`src/rtl/counter_ctrl_pkg.sv`:
```
// Shared types and default widths for the up/down sweep controller.
package counter_ctrl_pkg;

  localparam int DEF_SIZE    = 4;
  localparam int DEF_MAX_REP = 4;

  typedef enum logic [1:0] {
    IDLE = 2'd0,
    UP   = 2'd1,
    DOWN = 2'd2,
    DONE = 2'd3
  } state_t;

endpackage

```
`src/rtl/counter_ctrl.sv`:
```
// counter_ctrl: sequences an external up/down counter through `reps`
// triangular sweeps 0 -> target -> 0.
// Optional feature: define COUNTER_CTRL_PAUSE_EN to add the `hold` input,
// which freezes the sweep (enable forced low, state held) while busy.
module counter_ctrl
  import counter_ctrl_pkg::*;
#(
  parameter int SIZE    = DEF_SIZE,
  parameter int MAX_REP = DEF_MAX_REP
) (
  input  logic               clk,
  input  logic               reset,
  input  logic               start,
  input  logic               abort,
  input  logic [SIZE-1:0]    target,
  input  logic [MAX_REP-1:0] reps,
  input  logic [SIZE-1:0]    count,
  input  logic               pulse,
`ifdef COUNTER_CTRL_PAUSE_EN
  input  logic               hold,
`endif
  output logic               enable,
  output logic               up_down,
  output logic               busy,
  output logic               done,
  output logic               err,
  output logic [MAX_REP-1:0] sweeps_left
);

  state_t             state;
  logic [SIZE-1:0]    target_r;
  logic [MAX_REP-1:0] sweeps_r;
  logic               frozen;
  logic               run_state;

  assign run_state = (state == UP) || (state == DOWN);

`ifdef COUNTER_CTRL_PAUSE_EN
  assign frozen = hold && run_state;
`else
  assign frozen = 1'b0;
`endif

  // Moore output decode from the state register; hold masks the enable only
  always_comb begin
    enable  = 1'b0;
    up_down = 1'b1;
    busy    = 1'b0;
    done    = 1'b0;
    case (state)
      UP: begin
        enable = ~frozen;
        busy   = 1'b1;
      end
      DOWN: begin
        enable  = ~frozen;
        up_down = 1'b0;
        busy    = 1'b1;
      end
      DONE:    done = 1'b1;
      default: ;
    endcase
  end

  assign sweeps_left = sweeps_r;

  // Sequencing FSM: abort/wrap first, then hold, then the sweep transitions
  always_ff @(posedge clk) begin
    if (reset) begin
      state    <= IDLE;
      target_r <= '0;
      sweeps_r <= '0;
      err      <= 1'b0;
    end else begin
      err <= 1'b0;
      if (run_state && (abort || pulse)) begin
        // a wrap from the counter means it left the planned range: fatal
        state    <= IDLE;
        sweeps_r <= '0;
        err      <= 1'b1;
      end else if (!frozen) begin
        case (state)
          IDLE: begin
            if (start) begin
              if (count == '0 && target != '0 && reps != '0) begin
                target_r <= target;
                sweeps_r <= reps;
                state    <= UP;
              end else begin
                err <= 1'b1;
              end
            end
          end
          UP: begin
            // counter lands on the peak at this same edge
            if (count == target_r - SIZE'(1)) state <= DOWN;
          end
          DOWN: begin
            if (count == SIZE'(1)) begin
              sweeps_r <= sweeps_r - MAX_REP'(1);
              state    <= (sweeps_r == MAX_REP'(1)) ? DONE : UP;
            end
          end
          DONE:    state <= IDLE;
          default: state <= IDLE;
        endcase
      end
    end
  end

endmodule

```
`config.mk`:
```
export PLATFORM = sky130hd
export DESIGN_NAME = counter_ctrl
export DESIGN_NICKNAME = d
export VERILOG_FILES = /design/src/rtl/counter_ctrl_pkg.sv /design/src/rtl/counter_ctrl.sv
export SDC_FILE = /design/constraint.sdc
export NUM_CORES = 1
export LEC_CHECK = 0
export CORE_MARGIN = 2
export CORE_UTILIZATION = 44
export DETAILED_ROUTE_END_ITERATION = 16
export GPL_TIMING_DRIVEN = 0
export HOLD_SLACK_MARGIN = 0.1
export PLACE_DENSITY = 0.78
export SKIP_CTS_REPAIR_TIMING = 1
export SYNTH_ARGS = -nofsm -noshare
export SYNTH_HDL_FRONTEND = slang
export SYNTH_SLANG_ARGS = --single-unit
```
`constraint.sdc`:
```
create_clock -name clk -period 2.4 [get_ports clk]
set_input_delay 0.48 -clock clk [delete_from_list [all_inputs] [get_ports clk]]
set_output_delay 0.48 -clock clk [all_outputs]
set_load 0.03 [all_outputs]
```
### Yosys cells after proc, flatten, opt, wreduce, memory -nomap -nowiden

Index checks and enable logic that the tools add are counted.
W data, S select, Z words.

| storage, ports and cells | value |
|---|---|
| bits of input ports | 17 |
| output and inout port bits | 9 |
| register bits | 11 |
| logic and storage cells | 49 |

| cells by class | value |
|---|---|
| reductions and logical operators | 15 |
| multiplexer cells | 17 |
| bitwise operators | 1 |
| equal/unequal tests | 10 |
| $add $sub $neg | 2 |

Operators with widths:

| cell | count |
|---|---|
| $mux W4 | 3 |
| $reduce_and A4 Y1 | 3 |
| $mux W2 | 5 |
| $eq A4 B1 Y1 const B | 2 |
| $pmux W2 S4 | 1 |
| $pmux W4 S2 | 1 |
| $reduce_bool A4 Y1 | 2 |
| $sub A4 B1 Y4 const B | 2 |
| $mux W1 | 7 |
| $eq A2 B2 Y1 const B | 2 |
| $eq A4 B4 Y1 | 1 |
| $logic_not A4 Y1 | 1 |
| $ne A2 B1 Y1 const B | 2 |
| $ne A2 B2 Y1 const B | 2 |
| $reduce_or A2 Y1 | 2 |
| $logic_and A1 B1 Y1 | 3 |
| $eq A2 B1 Y1 const B | 1 |
| $logic_not A2 Y1 | 1 |
| $logic_or A1 B1 Y1 | 2 |
| $reduce_bool A2 Y1 | 1 |
| $not A1 Y1 | 1 |

### Logic depth before layout (Yosys ltp)

| depth | value |
|---|---|
| depth in word-level cells | 7 |
| gate-level depth with buffers | 8 |
| gate-level depth less buffers | 7 |

### Worst setup path after synthesis

No wires, ideal clock.

| timing | value |
|---|---|
| path kind | flip-flop to flip-flop |
| start | register state[0] |
| end | register sweeps_r[0], in the netlist sweeps_left[0] |
| arrival | 1952 ps |
| period minus slack after synthesis | 2022 ps |
| cell stages (with the launch flop) | 9 |
| setup time | 70 ps |
| path buffers | 1 |
| setup slack | 378 ps |
| required time | 2330 ps |
| path through | dfxtp_1 inv_1 ha_1 buf_6 or3b_1 nor4_2 o22ai_1 or3_1 a21oi_1 |

| on the way | value |
|---|---|
| word-level cells in the longest chain between the ends | 4 |
| elaborated cells on any way between the ends | 12 |
| those cells by class | 5 x eq/ne; 1 x mux; 6 x reduce/logical |

RTL lines:

| item | RTL line | text |
|---|---|---|
| from (decl) | counter_ctrl.sv:30 | `state_t state;` |
| from (signal assigned) | counter_ctrl.sv:101 | `state <= (sweeps_r == MAX_REP'(1)) ? DONE : UP;` |
| parallel branches: the longest is 4 deep, another holds $reduce_and A4 Y1 | - |  |
| to (signal assigned) | counter_ctrl.sv:87 | `sweeps_r <= reps;` |
| to (signal assigned) | counter_ctrl.sv:100 | `sweeps_r <= sweeps_r - MAX_REP'(1);` |
| to (decl) | counter_ctrl.sv:32 | `logic [MAX_REP-1:0] sweeps_r;` |

Parallel ways; which one is timed is not known.
A chain may end at the register's enable or synchronous reset.

### Worst setup path after layout

| timing | value |
|---|---|
| start | register state[1] |
| end | output port busy |

| on the way | value |
|---|---|
| word-level cells in the longest chain between the ends | 3 |
| elaborated cells on any way between the ends | 4 |
| those cells by class | 2 x eq/ne; 1 x mux; 1 x reduce/logical |

RTL lines:

| item | RTL line | text |
|---|---|---|
| $eq A2 B1 Y1 or $eq A2 B2 Y1 (tied branches) | counter_ctrl.sv:50 | `case (state)` |
| $reduce_or A2 Y1 (no line) (*) | - |  |
| $mux W1 (*) | counter_ctrl.sv:50 |  |
| to (decl) | counter_ctrl.sv:24 | `output logic busy,` |

Every way passes the cells marked *; elsewhere a longest branch is shown, timed or not.

==> key figures <==
Logic synthesis
  – Adder-cell area share of the yosys netlist: 13.1%
  – Mux contribution to synthesized area: 5.23%
  – Fraction of registers with async set/reset: 0%
  – Parity-gate share of the synthesized area counting xor and xnor cells: 7.68%
  – Number of flops mapped to enable cells by yosys: 0
  – Post-Syn Instances: 89
  – Mean area per synthesized cell: 8.60 um^2
  – Post-synthesis instance area: 766 um^2
  – Share of synthesized area occupied by flip-flops and latches: 28.8%
  – Yosys warning total: 0
  – Yosys reg bits: 11
  – Post-synthesis compound-gate area fraction: 14.2%
  – Main combinational cell family by area after synthesis: simple AND/OR/NAND/NOR gates
  – Primary flip-flop cell chosen by synthesis mapping: dfxtp_1
  – Number of library cell types mapped by synthesis: 30
  – Fraction of the mapped netlist area in simple logic gates: 24.7%
  – Net count after synthesis: 114

Setup path
  – Critical register-to-register path endpoint: state[1]
  – Worst-case reg-to-reg path depth: 8
  – Required time reported for the critical path endpoint: 1.92 ns
  – Critical path class: reg -> out
  – End point of the critical path: busy
  – Kind of start point of the critical path: register
  – Worst Setup End Kind: output pin
  – Highest net fanout along the worst path: 5
  – Launch point of the critical path: state[1]
  – Launching point of the worst reg2reg path: state[0]
  – Data arrival, critical path: 1.81 ns
  – Internal reg-to-reg setup slack: 0.19 ns

Power
  – Design Power: 0.656 mW
  – Leakage power: 0.433 nW
  – Worst VDD drop: 0.307 mV
  – Power density normalized to cell area: 610 nW/um^2

STA
  – Pins over their slew limit: 0
  – Count of final setup violators: 0
  – RSZ-0062 raised after global routing: true
  – Worst Max-Slew Pin Slew: 0.491 ns
  – Setup TNS Final: 0 ns
  – Worst slew margin relative to its limit: 67.0%
  – Highest Clock Rate: 437 MHz
  – Worst Clk Skew: 0.00305 ns
  – Final Cycle Share: 95.2%
  – Post-layout minimum cycle time: 2.29 ns
  – Hold Violations, Final: 0

GRT
  – Number of global-route vias before repair: 681
  – Maximum number of pins on one net before global-route repair: 10
  – Initial antenna violation count: 0
  – Aggregate global-route resource usage: 18.8%
  – Remaining global-route overflow: 0
  – Global-route wire length before repair: 2790 um

Route
  – Drt initial violations: 10
  – Length of the first detailed-routing pass in iterations: 4
  – Met3 Wirelength: 109 um
  – Met1 WL: 712 um
  – Amount of wire on met2 after detailed routing: 831 um
  – Total detailed-routing wirelength: 1680 um
  – Average via count per standard cell: 5.53
  – Highest routed layer: met4
  – DRC violations left: 0
  – Final routed wire length divided by cell count: 12.4 um
  – Via total after detailed routing: 747
  – Post-route ant nets: 0

Placement
  – PortBufs: 25
  – Detailed placer's ending HPWL: 1340 um
  – Final weighted congestion in routability-driven placement: 0.812

CTS
  – Insertion delay of the later-clocked pin in the worst-skew pair: 0.28 ns
  – CTS sink cnt: 11
  – Max H-tree Level: 1
  – CTS clock-pin slew for the worst setup and hold paths: 0.08 ns
  – CTS Buf Count: 3
  – CTS max path bufs: 2
  – Library cell used as clock root buffer: clkbuf_4
  – TritonCTS clock tree: yes

Job
  – Maximum capacitance violations: 0

Floorplanning
  – Vertical die dimension: 45.7 um
  – Number of placement rows: 15
  – Total Die Area: 2090 um^2
  – Horiz. Die Dim: 45.7 um
  – Starting density of the core: 45.3%
  – I/O pins: 26
  – Total core area: 1690 um^2

Layout
  – Commonest non-fill, non-tap cells in the layout: 23 x clkdlybuf4s50_1, 11 x dfxtp_1, 9 x nor2_1, 8 x inv_1, 8 x ha_1
  – Number of nets in the finished design: 144
  – Area Overhead vs Synth: 40.4%
  – Ratio of cells with drive above 1 in the final layout: 7.63%
  – Most common cell after layout, fill and taps aside: clkdlybuf4s50_1
  – Antenna cells: 0

Run status
  – Status: complete, no violations

Min path
  – Classification of the worst-slack hold path: reg -> reg
## cell families after synthesis
group                      after synthesis
AOI/OAI and AO/OA                       19
DFF                                     11
adders and majority gates                8
xor gates and xnor gates                 5
and+or+nand+nor                         32
muxes                                    4
buffers and inverters                   10
## layout make-up
type | count | area [um^2]
fillers | 166 | 614
multi-input cells | 68 | 503
repair buffers | 25 | 255
flip-flops and latches | 11 | 220
inverters | 8 | 30.0
clock buffers | 4 | 26.3
well taps | 17 | 21.3
plain buffers | 2 | 18.8
## worst min path at each step
stage                              start              to  slack (ns)  depth (start not counted)
final                     sweeps_left[3]  sweeps_left[3]        0.50                          2
after global routing      sweeps_left[3]  sweeps_left[3]        0.56                          2
after CTS                 sweeps_left[3]  sweeps_left[3]        0.50                          2
after detailed placement  sweeps_left[3]  sweeps_left[3]        0.49                          2
after global placement    sweeps_left[3]  sweeps_left[3]        0.48                          2
after floorplan              target_r[3]     target_r[3]        0.48                          2
## critical path, stage by stage, from the launching register on
cell,delay [ns]
dfxtp_1,0.41
inv_1,0.10
ha_1,0.33
clkdlybuf4s50_1,0.68
## metrics by stage
step | instances | hold WS [ns] | setup slack, ns | cell area, um^2 | util (%)
2_1_floorplan | 89 | 0.484 | 0.378 | 766 | -
3_3_place_gp | 131 | 0.481 | 0.00691 | 1040 | 61.4
3_5_place_dp | 131 | 0.491 | -0.0251 | 1040 | 61.4
4_1_cts | 135 | 0.502 | -0.0521 | 1060 | 63.0
5_1_grt | 135 | 0.560 | -0.0390 | 1070 | 63.6
6_report | 135 | 0.499 | 0.114 | 1070 | 63.6
## synth_stat cells, types with 2 or more instances
cell type   n  area, um^2
o22ai_1     2        12.5
nor2_1      9        33.8
nor4_1      4        25.0
dfxtp_1    11         220
mux2i_1     4        40.0
ha_1        8         100
or2_0       2        12.5
nand2b_1    2        12.5
nand2_1     2        7.51
or3_1       2        12.5
nor3_1      3        15.0
inv_1       8        30.0
a21oi_1     7        35.0
o21ai_0     6        30.0
xnor2_1     3        26.3
a211oi_1    2        15.0
## state kept, by name (all words and copies together), names as in the netlist
register     cells
err              1
state            2
sweeps_left      4
target_r         4
## routing by layer
layer	vias up	track usage, %
met5	-	0
met4	0	9.71
met3	3	4.76
met2	27	32.7
met1	344	20.9
li1	373	-
## report_power, final
part	switching [mW]	internal [mW]	leakage, nW
registers	0.0224	0.205	0.0893
clock network	0.0694	0.0646	0.0150
logic	0.158	0.136	0.329
total	0.250	0.406	0.433
(Power assumes the default switching activity.)
